[src/rtl/pp_pkg.sv]
// Shared definitions for the periplex stream decoder: default geometry,
// header field offsets and the decoder state encoding.
package pp_pkg;

  localparam int unsigned PP_PKT_W       = 48;
  localparam int unsigned PP_SEL_W       = 7;
  localparam int unsigned PP_LEN_W       = 7;
  localparam int unsigned PP_HDR_BYTES   = 4;
  localparam int unsigned PP_FRAME_BYTES = 6;
  localparam int unsigned PP_NUM_GRP     = 4;
  localparam logic [PP_NUM_GRP*PP_SEL_W-1:0] PP_GRP_LIMITS = {7'd8, 7'd6, 7'd4, 7'd2};

  // Header fields pack downward from the MSB: cfg, sel, parallel, len.
  function automatic int unsigned sel_lsb(input int unsigned pkt_w, input int unsigned sel_w);
    return pkt_w - 1 - sel_w;
  endfunction

  function automatic int unsigned par_bit(input int unsigned pkt_w, input int unsigned sel_w);
    return pkt_w - 2 - sel_w;
  endfunction

  function automatic int unsigned len_lsb(input int unsigned pkt_w, input int unsigned sel_w,
                                          input int unsigned len_w);
    return pkt_w - 2 - sel_w - len_w;
  endfunction

  typedef enum logic [2:0] {
    IDLE      = 3'd0,
    HDR_WAIT  = 3'd1,
    HDR_OUT   = 3'd2,
    BODY_REQ  = 3'd3,
    BODY_WAIT = 3'd4,
    BODY_OUT  = 3'd5
  } state_t;

endpackage

[src/rtl/pp_grp_sel.sv]
// Maps a slave select onto a one-hot peripheral group enable using ascending
// exclusive upper bounds; selects past the last bound raise sel_err.
module pp_grp_sel
  import pp_pkg::*;
#(
  parameter int unsigned NUM_GRP = PP_NUM_GRP,
  parameter int unsigned SEL_W   = PP_SEL_W,
  parameter logic [NUM_GRP*SEL_W-1:0] GRP_LIMITS = PP_GRP_LIMITS
) (
  input  logic [SEL_W-1:0]   sel,
  output logic [NUM_GRP-1:0] grp_en,
  output logic               sel_err
);

  logic [SEL_W-1:0] lo;
  logic [SEL_W-1:0] hi;

  always_comb begin
    grp_en = '0;
    lo     = '0;
    hi     = '0;
    for (int unsigned g = 0; g < NUM_GRP; g++) begin
      hi = GRP_LIMITS[g*SEL_W +: SEL_W];
      if (sel >= lo && sel < hi) grp_en[g] = 1'b1;
      lo = hi;
    end
    sel_err = (sel >= GRP_LIMITS[(NUM_GRP-1)*SEL_W +: SEL_W]);
  end

endmodule

[src/rtl/pp_stream_decoder.sv]
// Pops header/continuation frames from the RAH FIFO, decodes the header and
// presents each frame on a valid/ready port with group enable and sel_err.
module pp_stream_decoder
  import pp_pkg::*;
#(
  parameter int unsigned PKT_W       = PP_PKT_W,
  parameter int unsigned SEL_W       = PP_SEL_W,
  parameter int unsigned LEN_W       = PP_LEN_W,
  parameter int unsigned HDR_BYTES   = PP_HDR_BYTES,
  parameter int unsigned FRAME_BYTES = PP_FRAME_BYTES,
  parameter int unsigned NUM_GRP     = PP_NUM_GRP,
  parameter logic [NUM_GRP*SEL_W-1:0] GRP_LIMITS = PP_GRP_LIMITS
) (
  input  logic               clk,
  input  logic               rst_n,
  input  logic [PKT_W-1:0]   fifo_rd_data,
  input  logic               fifo_empty,
  output logic               fifo_rd_en,
  input  logic               flush,
  output logic               out_valid,
  input  logic               out_ready,
  output logic               out_cfg,
  output logic               out_parallel,
  output logic [SEL_W-1:0]   out_slv_sel,
  output logic [LEN_W-1:0]   out_str_len,
  output logic [PKT_W-1:0]   out_value,
  output logic               out_first,
  output logic               out_last,
  output logic [NUM_GRP-1:0] grp_en,
  output logic               sel_err,
  output logic               busy
);

  localparam int unsigned SEL_LSB = sel_lsb(PKT_W, SEL_W);
  localparam int unsigned PAR_BIT = par_bit(PKT_W, SEL_W);
  localparam int unsigned LEN_LSB = len_lsb(PKT_W, SEL_W, LEN_W);
  localparam logic [LEN_W-1:0] HDR_LEN   = LEN_W'(HDR_BYTES);
  localparam logic [LEN_W-1:0] FRAME_LEN = LEN_W'(FRAME_BYTES);

  state_t             state;
  logic [LEN_W-1:0]   rem;
  logic [NUM_GRP-1:0] grp_en_r;
  logic               sel_err_r;

  logic               hdr_cfg;
  logic               hdr_par;
  logic [SEL_W-1:0]   hdr_sel;
  logic [LEN_W-1:0]   hdr_len;
  logic [NUM_GRP-1:0] hdr_grp;
  logic               hdr_err;

  assign hdr_cfg = fifo_rd_data[PKT_W-1];
  assign hdr_sel = fifo_rd_data[SEL_LSB +: SEL_W];
  assign hdr_par = fifo_rd_data[PAR_BIT];
  assign hdr_len = fifo_rd_data[LEN_LSB +: LEN_W];

  pp_grp_sel #(
    .NUM_GRP    (NUM_GRP),
    .SEL_W      (SEL_W),
    .GRP_LIMITS (GRP_LIMITS)
  ) u_grp_sel (
    .sel     (hdr_sel),
    .grp_en  (hdr_grp),
    .sel_err (hdr_err)
  );

  assign fifo_rd_en = rst_n && (state == IDLE || state == BODY_REQ) && !fifo_empty && !flush;
  assign busy       = (state != IDLE);
  assign grp_en     = grp_en_r & {NUM_GRP{out_valid}};
  assign sel_err    = sel_err_r & out_valid;

  always_ff @(posedge clk or negedge rst_n) begin
    if (!rst_n) begin
      state        <= IDLE;
      rem          <= '0;
      grp_en_r     <= '0;
      sel_err_r    <= 1'b0;
      out_valid    <= 1'b0;
      out_cfg      <= 1'b0;
      out_parallel <= 1'b0;
      out_slv_sel  <= '0;
      out_str_len  <= '0;
      out_value    <= '0;
      out_first    <= 1'b0;
      out_last     <= 1'b0;
    end else if (flush) begin
      state     <= IDLE;
      out_valid <= 1'b0;
      out_first <= 1'b0;
      out_last  <= 1'b0;
    end else begin
      case (state)
        IDLE: if (fifo_rd_en) state <= HDR_WAIT;
        HDR_WAIT: begin
          out_cfg      <= hdr_cfg;
          out_parallel <= hdr_par;
          out_slv_sel  <= hdr_sel;
          out_str_len  <= hdr_len;
          out_value    <= PKT_W'(fifo_rd_data[HDR_BYTES*8-1:0]);
          out_first    <= 1'b1;
          out_last     <= hdr_par || (hdr_len <= HDR_LEN);
          grp_en_r     <= hdr_grp;
          sel_err_r    <= hdr_err;
          out_valid    <= 1'b1;
          state        <= HDR_OUT;
        end
        HDR_OUT: if (out_ready) begin
          out_valid <= 1'b0;
          if (out_last) begin
            state <= IDLE;
          end else begin
            rem   <= out_str_len - HDR_LEN;
            state <= BODY_REQ;
          end
        end
        BODY_REQ: if (fifo_rd_en) state <= BODY_WAIT;
        BODY_WAIT: begin
          out_value   <= fifo_rd_data;
          out_str_len <= rem;
          out_first   <= 1'b0;
          out_last    <= (rem <= FRAME_LEN);
          out_valid   <= 1'b1;
          state       <= BODY_OUT;
        end
        BODY_OUT: if (out_ready) begin
          out_valid <= 1'b0;
          if (out_last) begin
            state <= IDLE;
          end else begin
            rem   <= rem - FRAME_LEN;
            state <= BODY_REQ;
          end
        end
        default: state <= IDLE;
      endcase
    end
  end

endmodule

[config.mk]
export PLATFORM = sky130hd
export DESIGN_NAME = pp_stream_decoder
export DESIGN_NICKNAME = d
export VERILOG_FILES = /design/src/rtl/pp_pkg.sv /design/src/rtl/pp_grp_sel.sv /design/src/rtl/pp_stream_decoder.sv
export SDC_FILE = /design/constraint.sdc
export NUM_CORES = 1
export LEC_CHECK = 0
export ABC_AREA = 1
export CAP_MARGIN = 20
export CELL_PAD_IN_SITES_DETAIL_PLACEMENT = 1
export CELL_PAD_IN_SITES_GLOBAL_PLACEMENT = 1
export CORE_ASPECT_RATIO = 0.6
export CORE_MARGIN = 2
export CORE_UTILIZATION = 35
export DETAILED_ROUTE_END_ITERATION = 7
export MAX_ROUTING_LAYER = met4
export PLACE_DENSITY = 0.85
export SYNTH_ARGS = -nofsm -noshare
export SYNTH_HDL_FRONTEND = slang
export SYNTH_SLANG_ARGS = --single-unit
[constraint.sdc]
create_clock -name clk -period 2.32 [get_ports clk]
set_input_delay 0.232 -clock clk [delete_from_list [all_inputs] [get_ports clk]]
set_output_delay 0.232 -clock clk [all_outputs]
set_load 0.005 [all_outputs]
# After elaboration in Yosys (flattened, before gate mapping)
# Index checks and enable logic that the tools add are counted.
[op_classes] n_addsub=2 n_lt_le_gt_ge=11 n_eq_ne=12 mux=24 n_bitwise=3 reduce_logical=24
[op_table] op="$pmux W48 S2" count=1
[op_table] op="$mux W7" count=4
[op_table] op="$pmux W7 S2" count=2
[op_table] op="$pmux W3 S5" count=1
[op_table] op="$ge A7 B3 Y1 const B" count=2
[op_table] op="$le A7 B3 Y1 const B" count=2
[op_table] op="$lt A7 B3 Y1 const B" count=2
[op_table] op="$sub A7 B3 Y7 const B" count=2
[op_table] op="$mux W3" count=4
[op_table] op="$reduce_bool A3 Y1" count=3
[op_table] op="$mux W1" count=8
[op_table] op="$ne A2 B2 Y1 const B" count=4
[op_table] op="$ge A7 B1 Y1 const B" count=1
[op_table] op="$ge A7 B2 Y1 const B" count=1
[op_table] op="$ge A7 B4 Y1 const B" count=1
[op_table] op="$logic_and A1 B1 Y1" count=7
[op_table] op="$lt A7 B2 Y1 const B" count=1
[op_table] op="$lt A7 B4 Y1 const B" count=1
[op_table] op="$eq A3 B2 Y1 const B" count=2
[op_table] op="$eq A3 B3 Y1 const B" count=2
[op_table] op="$ne A3 B3 Y1 const B" count=2
[op_table] op="$pmux W1 S2" count=3
[op_table] op="$reduce_and A2 Y1" count=3
[op_table] op="$reduce_and A6 Y1" count=1
[op_table] op="12 further kinds" count=16
[totals] register_bits=82 output_inout_bits=74 elab_cells=88

# Longest topological paths before layout
# Gate-level depths: netlist of run 1.
[logic_depth] ltp_word=8 ltp_mapped=9 depth_no_buf=8

# Cells and area by module
# A second synthesis of run 1 with hierarchy kept.
[unflattened] cells_unflattened=467 hier_area_um2=3819.9
[by_module_without_submodules] mod="pp_stream_decoder" n_inst=1 cells_each=455 area_each_um2=3768.6 seq_area_each_um2=2052.0
[by_module_without_submodules] mod="pp_grp_sel" n_inst=1 cells_each=12 area_each_um2=51.3 seq_area_each_um2=0.0

# Worst setup path before layout of run 1
# No wires, ideal clock.
[synth_path] path_type="register to register" from="register state[2]" to="register out_value[45]" arrival_time_ns=1.194 required_time_ns=2.199 path_slack_ns=1.005 path_stages_with_launch=9 n_path_buf=2 synth_period_minus_slack_ns=1.315 path_cell_list="dfrtp_1 > inv_2 > nand3_2 > nor2_2 > inv_2 > buf_6 > buf_2 > nand3_1 > o21ai_1"
[synth_via] elab_chain_len=3
[synth_lines] item="start, declared" line="pp_stream_decoder.sv:40" text="state_t state;"
[synth_lines] item="start signal, assigned" line="pp_stream_decoder.sv:74" text="state <= IDLE;"
[synth_lines] item="start signal, assigned" line="pp_stream_decoder.sv:87" text="state <= IDLE;"
[synth_lines] item="start signal, assigned" line="pp_stream_decoder.sv:93" text="IDLE: if (fifo_rd_en) state <= HDR_WAIT;"
[synth_lines] item="$eq A3 B3 Y1 / $eq A3 B1 Y1 (equally long branches)" line="pp_stream_decoder.sv:92" text="case (state)"
[synth_lines] item="$reduce_bool A2 Y1 (no source line)"
[synth_lines] item="$reduce_and A2 Y1 (no source line)"
[synth_lines] item="end signal, assigned" line="pp_stream_decoder.sv:99" text="out_value <= PKT_W'(fifo_rd_data[HDR_BYTES*8-1:0]);"
[synth_lines] item="end signal, assigned" line="pp_stream_decoder.sv:118" text="out_value <= fifo_rd_data;"
[synth_lines] item="end, declared" line="pp_stream_decoder.sv:26" text="output logic [PKT_W-1:0] out_value,"
# Parallel ways exist; a longest one is shown, timed or not. The select of a mux whose other input is x is not followed.
# A chain may end at the register's enable or synchronous reset.

# Final worst setup path of run 1
[layout_path] from="register state[1]" to="output fifo_rd_en"
[layout_via] elab_chain_len=5
[layout_lines] item="$eq A3 B2 Y1 / $logic_not A3 Y1 (equally long branches)" line="pp_stream_decoder.sv:67" text="assign fifo_rd_en = rst_n && (state == IDLE || state == BODY_REQ) && !fifo_empty && !flush;"
[layout_lines] item="$logic_or A1 B1 Y1 (*)" line="pp_stream_decoder.sv:67"
[layout_lines] item="$logic_and A1 B1 Y1 (*) (3 in series)" line="pp_stream_decoder.sv:67"
[layout_lines] item="end, declared" line="pp_stream_decoder.sv:18" text="output logic fifo_rd_en,"
# Mark *: on every way between the ends. The rest lies on a longest branch, timed or not.

==> results of run 1 <==
[logic make-up after synthesis]
kind of cell,Yosys count,synth area share
adders and majority gates,2,0.006632
xor gates and xnor gates,2,0.004644
and+or+nand+nor,263,0.2968
DFF,82,0.5439
AOI/OAI and AO/OA,47,0.06501
buffers and inverters,61,0.08292
[state kept, by name, indices dropped and copies added, names as in the netlist]
name / flops
out_value: 48
out_parallel: 1
out_valid: 1
out_str_len: 7
out_first: 1
rem: 7
out_last: 1
state: 3
out_slv_sel: 7
out_cfg: 1
grp_en_r: 4
sel_err_r: 1
[where the power goes]
group	total (W)	switching (W)	internal, W
combinational	0.00273	0.00128	0.00145
sequential	0.00246	0.000442	0.00201
clock	0.00147	0.000623	0.000851
total	0.00666	0.00235	0.00432
[worst paths after layout]
path                            cells past startpoint                        end  slack [ns]
max in group asynchronous                           4         rem[6]$_DFFE_PN0P_        1.32
worst min register to register                      2      out_first$_DFFE_PN0P_        0.48
worst max-delay path                                6                 fifo_rd_en        0.29
worst min-delay path                                3      out_valid$_DFFE_PN0P_        0.39
min in group clk                                    3  out_value[23]$_DFFE_PN0P_        0.42
worst max register to register                      8       out_last$_DFFE_PN0P_        0.48
[critical path, cell delays in order (launching register included)]
cell	delay, ns
dfrtp_1	0.44
nor2_2	0.19
nand2_1	0.09
nand2_1	0.09
nand2_1	0.07
nor2_1	0.08
clkdlybuf4s50_1	0.50
[cells in the mapped netlist (3+ instances only)]
library cell,count,area share
nand2_1,162,0.16
dfrtp_1,82,0.54
nand3_1,73,0.097
inv_1,35,0.035
o21ai_0,21,0.028
o21ai_1,19,0.025
nor2_1,15,0.015
buf_2,10,0.013
buf_6,8,0.024
nand4_1,4,0.0066
a21oi_1,3,0.0040
buf_4,3,0.0060
inv_2,3,0.0030
nand2_2,3,0.0050
[layout make-up]
cell class | instances | share of cell area
inverters | 38 | 0.02619
multi-input cells | 314 | 0.2584
clock inverters | 7 | 0.01493
flip-flops and latches | 82 | 0.3768
clock buffers | 9 | 0.04135
well taps | 139 | 0.03193
repair buffers | 137 | 0.2504
[metrics by stage]
step	setup slack, ns	utilization	hold slack, ns	cell area (µm²)
3_5_place_dp	0.4884	0.4849	0.4730	5102
3_3_place_gp	0.5300	0.4849	0.4576	5102
5_1_grt	0.1910	0.5176	0.4224	5446
4_1_cts	0.2694	0.5140	0.2213	5409
2_1_floorplan	1.005	-	-0.06359	3772
6_report	0.2943	0.5176	0.3867	5446
[metal layers]
metal,up-vias,routed length (µm)
met4,0,76
met1,1737,5661
met2,121,5480
met5,-,0
li1,1714,-
met3,7,778
==> impl_metrics.json, run 1 <==
{
  "status": "finished clean",
  "tightestPinTransition_ns": 0.4829,
  "die_height_um": 84.42,
  "use_met3": 0.05248,
  "grt-busiest-layer": "met2",
  "grtUsageTotal": 0.2183,
  "dieWidth_um": 138.0,
  "fin_tns_setup_ns": 0,
  "hold_viol": 0,
  "htree_levels": 3,
  "cp-start-kind": "flop",
  "setup_violations": 0,
  "ys.flop_type": "dfrtp_1",
  "ctsHoldBuffers": 0,
  "firstDrtPassIters": 4,
  "via_count": 3579,
  "ioPinCount": 127,
  "ys_async_sr_fraction": 1.000,
  "final_common_cell": "nand2_1",
  "worstPathMaxFanout": 5,
  "skew_ns": 0.006075,
  "final_cells": 726,
  "ys_seq_elements": 82,
  "grt_start_max_net_pins": 83,
  "worst_ir_drop_vdd_uv": 517.9,
  "worstSetupStartpoint": "state[1]$_DFFE_PN0P_",
  "timing.final.crit_share": 0.8732,
  "synth-edff-count": 0,
  "die_area_um2": 11650,
  "nFillCells": 1247,
  "most-common-layout-cells": "nand2_1 (162), clkdlybuf4s50_1 (125), dfrtp_1 (82)",
  "cp.arrival_ns": 1.79,
  "slew_viol_final": 0,
  "avgSynthCellArea_um2": 8.255,
  "io_buffers": 126,
  "area_growth_syn_to_layout_pct": 44.38,
  "worst_ep_required_time_ns": 2.09,
  "ant_nets": 0,
  "hold_class": "primary input to async pin",
  "coreArea_um2": 10520,
  "cts_buffer_depth": 2,
  "clkTransAtPathRegs_ns": 0.07,
  "routed_wl_mm": 12.00,
  "period_minus_slack_ns": 2.026,
  "postCtsSetupBuffers": 0,
  "slew_headroom": 0.6781,
  "r2r_start": "state[1]$_DFFE_PN0P_",
  "critPathCaptureType": "primary output",
  "start_util": 0.3585,
  "cts_tree": "done",
  "grt_util_met2": 0.3348,
  "cts_resized": 0,
  "worstSetupPathType": "flop to primary output",
  "cts_made_buffers": 9,
  "met1_usage": 0.2969,
  "syn_inst": 457,
  "regArea_um2": 2052,
  "dp_hpwl_mm": 8.809,
  "drive_gt1_frac": 0.06303,
  "maxCapViolCount": 0,
  "syn-num-nets": 512,
  "power_density_nw_per_um2": 1223,
  "drt-initial-drc-count": 195,
  "rsz0062_at_grt": "false",
  "grt_pass1_vias": 3760,
  "overflow": 0,
  "netlist_area_um2": 3772,
  "vias_per_cell": 4.930,
  "synth_cell_types": 26,
  "dp_cells": 708,
  "num_rows": 29,
  "p_leak_nw": 2.687,
  "ys.warnings.count": 0,
  "p_total_w": 0.006662,
  "fmax_ghz": 0.4937,
  "drcViolationCount": 0,
  "grt_antenna_before_repair": 0,
  "wl_per_cell_um": 16.52,
  "multiInputGateArea_um2": 1408,
  "gp_congestion": 0.8265,
  "grt_pass1_wl_mm": 19.68,
  "insertedDiodeCount": 0,
  "cts-root-buf": "clkbuf_16",
  "clock_sinks": 82,
  "fin_nets": 637,
  "yosysSeqAreaShare": 0.5439,
  "clkLatencyLatePin_ns": 0.34
}
Power figures use the tool's default switching activity.
==> run 2: changes to the inputs <==
CORE_ASPECT_RATIO = 0.75   (was 0.6)
==> run 2 against run 1 <==
Effect of this change:
- sequential share of layout area decreased by 0.26 points
- cell count shrank 0.41%
- critical path type unchanged
- sequential power hardly changed
- setup slack got worse by 0.044 ns
- via count is 1.1% lower
- combinational power hardly changed
- critical endpoint unchanged
- power is 3.0% higher
- die area is 0.16% lower
- clock-buffer cell count stayed put
==> impl_metrics.json, run 2 (synthesized netlist as in run 1, its figures left out) <==
{
  "status": "finished clean",
  "critPathCaptureType": "primary output",
  "htree_levels": 3,
  "die_height_um": 93.91,
  "top_register": "out_value",
  "power_density_nw_per_um2": 1252,
  "hold_class": "primary input to flop",
  "maxCapViolCount": 0,
  "largest_reg_flops": 48,
  "cp-start-kind": "flop",
  "via_count": 3540,
  "p_leak_nw": 2.700,
  "rsz0062_at_grt": "false",
  "slowest_stage": "clkdlybuf4s50_1",
  "slew_headroom": 0.6983,
  "coreArea_um2": 10370,
  "drive_gt1_frac": 0.06303,
  "tightestPinTransition_ns": 0.4526,
  "setup_violations": 0,
  "worst_ep_required_time_ns": 2.09,
  "slew_viol_final": 0,
  "clock_sinks": 82,
  "dieWidth_um": 123.9,
  "skew_ns": 0.004531,
  "most-common-layout-cells": "nand2_1 (162), clkdlybuf4s50_1 (125), dfrtp_1 (82)",
  "period_minus_slack_ns": 2.070,
  "grt_pass1_vias": 3835,
  "wl_met1_mm": 5.340,
  "dr_wl_met3_um": 622,
  "cp.arrival_ns": 1.84,
  "ant_nets": 0,
  "start_util": 0.3638,
  "final_common_cell": "nand2_1",
  "top_layer": "met4",
  "slowest_delay_ns": 0.51,
  "ioPinCount": 127,
  "num_rows": 32,
  "cts_resized": 0,
  "fin_area_um2": 5484,
  "worst_ir_drop_vdd_uv": 527.7,
  "p_total_w": 0.006863,
  "drt-initial-drc-count": 190,
  "fin_tns_setup_ns": 0,
  "cpMostUsedCell": "nand2_1",
  "dp_hpwl_mm": 8.697,
  "postPlaceCellArea_um2": 5131,
  "cts_buffer_depth": 2,
  "cts-root-buf": "clkbuf_16",
  "cts_tree": "done",
  "postCtsSetupBuffers": 0,
  "io_buffers": 126,
  "grt_start_max_net_pins": 83,
  "drcViolationCount": 0,
  "wl_met2_mm": 6.125,
  "cts_made_buffers": 9,
  "vias_per_cell": 4.896,
  "worstSetupPathType": "flop to primary output",
  "fmax_ghz": 0.4832,
  "pre_cts_ws_ns": 0.5051,
  "wl_per_cell_um": 17.14,
  "clkLatencyLatePin_ns": 0.34,
  "worstPathCellList": "nor2_2, nand2_1, nand2_1, nand2_1, nor2_1, clkdlybuf4s50_1",
  "grt_pass1_wl_mm": 19.50,
  "grt_antenna_before_repair": 0,
  "routed_wl_mm": 12.39,
  "hold_viol": 0,
  "insertedDiodeCount": 0,
  "fin_nets": 637,
  "grtUsageTotal": 0.2281,
  "area_growth_syn_to_layout_pct": 45.37,
  "timing.final.crit_share": 0.8920,
  "overflow": 0,
  "die_area_um2": 11630,
  "clkTransAtPathRegs_ns": 0.06,
  "worstPathMaxFanout": 5,
  "firstDrtPassIters": 4,
  "gp_congestion": 0.8202,
  "setup_slack_ns": 0.2505
}
[run 2: cell types whose count changed in the layout (fill, tap and decap cells not counted)]
cell        delta
clkinv_4       -1
clkinv_2       +1
inv_6          -4
bufinv_16      +2
clkinvlp_4     +2
buf_12         +2
buf_16         -1
buf_4          -1
[run 2: per-layer routing]
layer,up-vias,global-route usage
li1,1711,-
met4,0,0.07860
met5,-,-
met3,23,0.05825
met1,1712,0.2766
met2,94,0.3713
[run 2: worst paths after layout]
path | startpoint | end | slack, ns | cells after the start
max | state[1]$_DFFE_PN0P_ | fifo_rd_en | 0.25 | 6
min | fifo_rd_data[14] | out_value[14]$_DFFE_PN0P_ | 0.42 | 3
max reg2reg | state[1]$_DFFE_PN0P_ | out_last$_DFFE_PN0P_ | 0.45 | 8
min reg2reg | grp_en_r[1]$_DFFE_PN0P_ | grp_en_r[1]$_DFFE_PN0P_ | 0.48 | 2
max in group asynchronous | rst_n | out_value[7]$_DFFE_PN0P_ | 1.48 | 3
min in group asynchronous | rst_n | out_slv_sel[5]$_DFFE_PN0P_ | 0.48 | 3
[run 2: where the power goes]
group / total (W) / switching, W / leakage (nW) / internal (W)
clock network: 0.00165 / 0.000605 / 0.158 / 0.00105
logic: 0.00275 / 0.00129 / 1.49 / 0.00146
registers: 0.00246 / 0.000445 / 1.05 / 0.00202
total: 0.00686 / 0.00234 / 2.70 / 0.00452
[run 2: repair_timing]
action	in CTS	in global routing
hold buffers	1	0
setup endpoints to repair	0	0
endpoints found under the hold margin	82	0
[run 2: metrics by stage]
| step | util | hold WS (ns) | cells |
|---|---|---|---|
| after floorplan | - | -0.06359 | 457 |
| after global placement | 0.4948 | 0.3328 | 706 |
| after detailed placement | 0.4948 | 0.3418 | 706 |
| after CTS | 0.5288 | 0.4125 | 723 |
| after global routing | 0.5288 | 0.4328 | 723 |
| final | 0.5288 | 0.4180 | 723 |
[run 2: area by class of cell]
cell class,count,area (µm²)
Fill cell,1224,4886
Sequential cell,82,2052
Multi-Input combinational cell,314,1408
Timing Repair Buffer,137,1369
Clock buffer,9,225.2
Tap cell,136,170.2
Inverter,38,142.6
Clock inverter,7,117.6
[run 2: worst max-delay path, delay by kind of cell (launching register included)]
kind                   cells  cell delay (ns)
and+or+nand+nor            5             0.55
buffers and inverters      1             0.51
DFF                        1             0.44
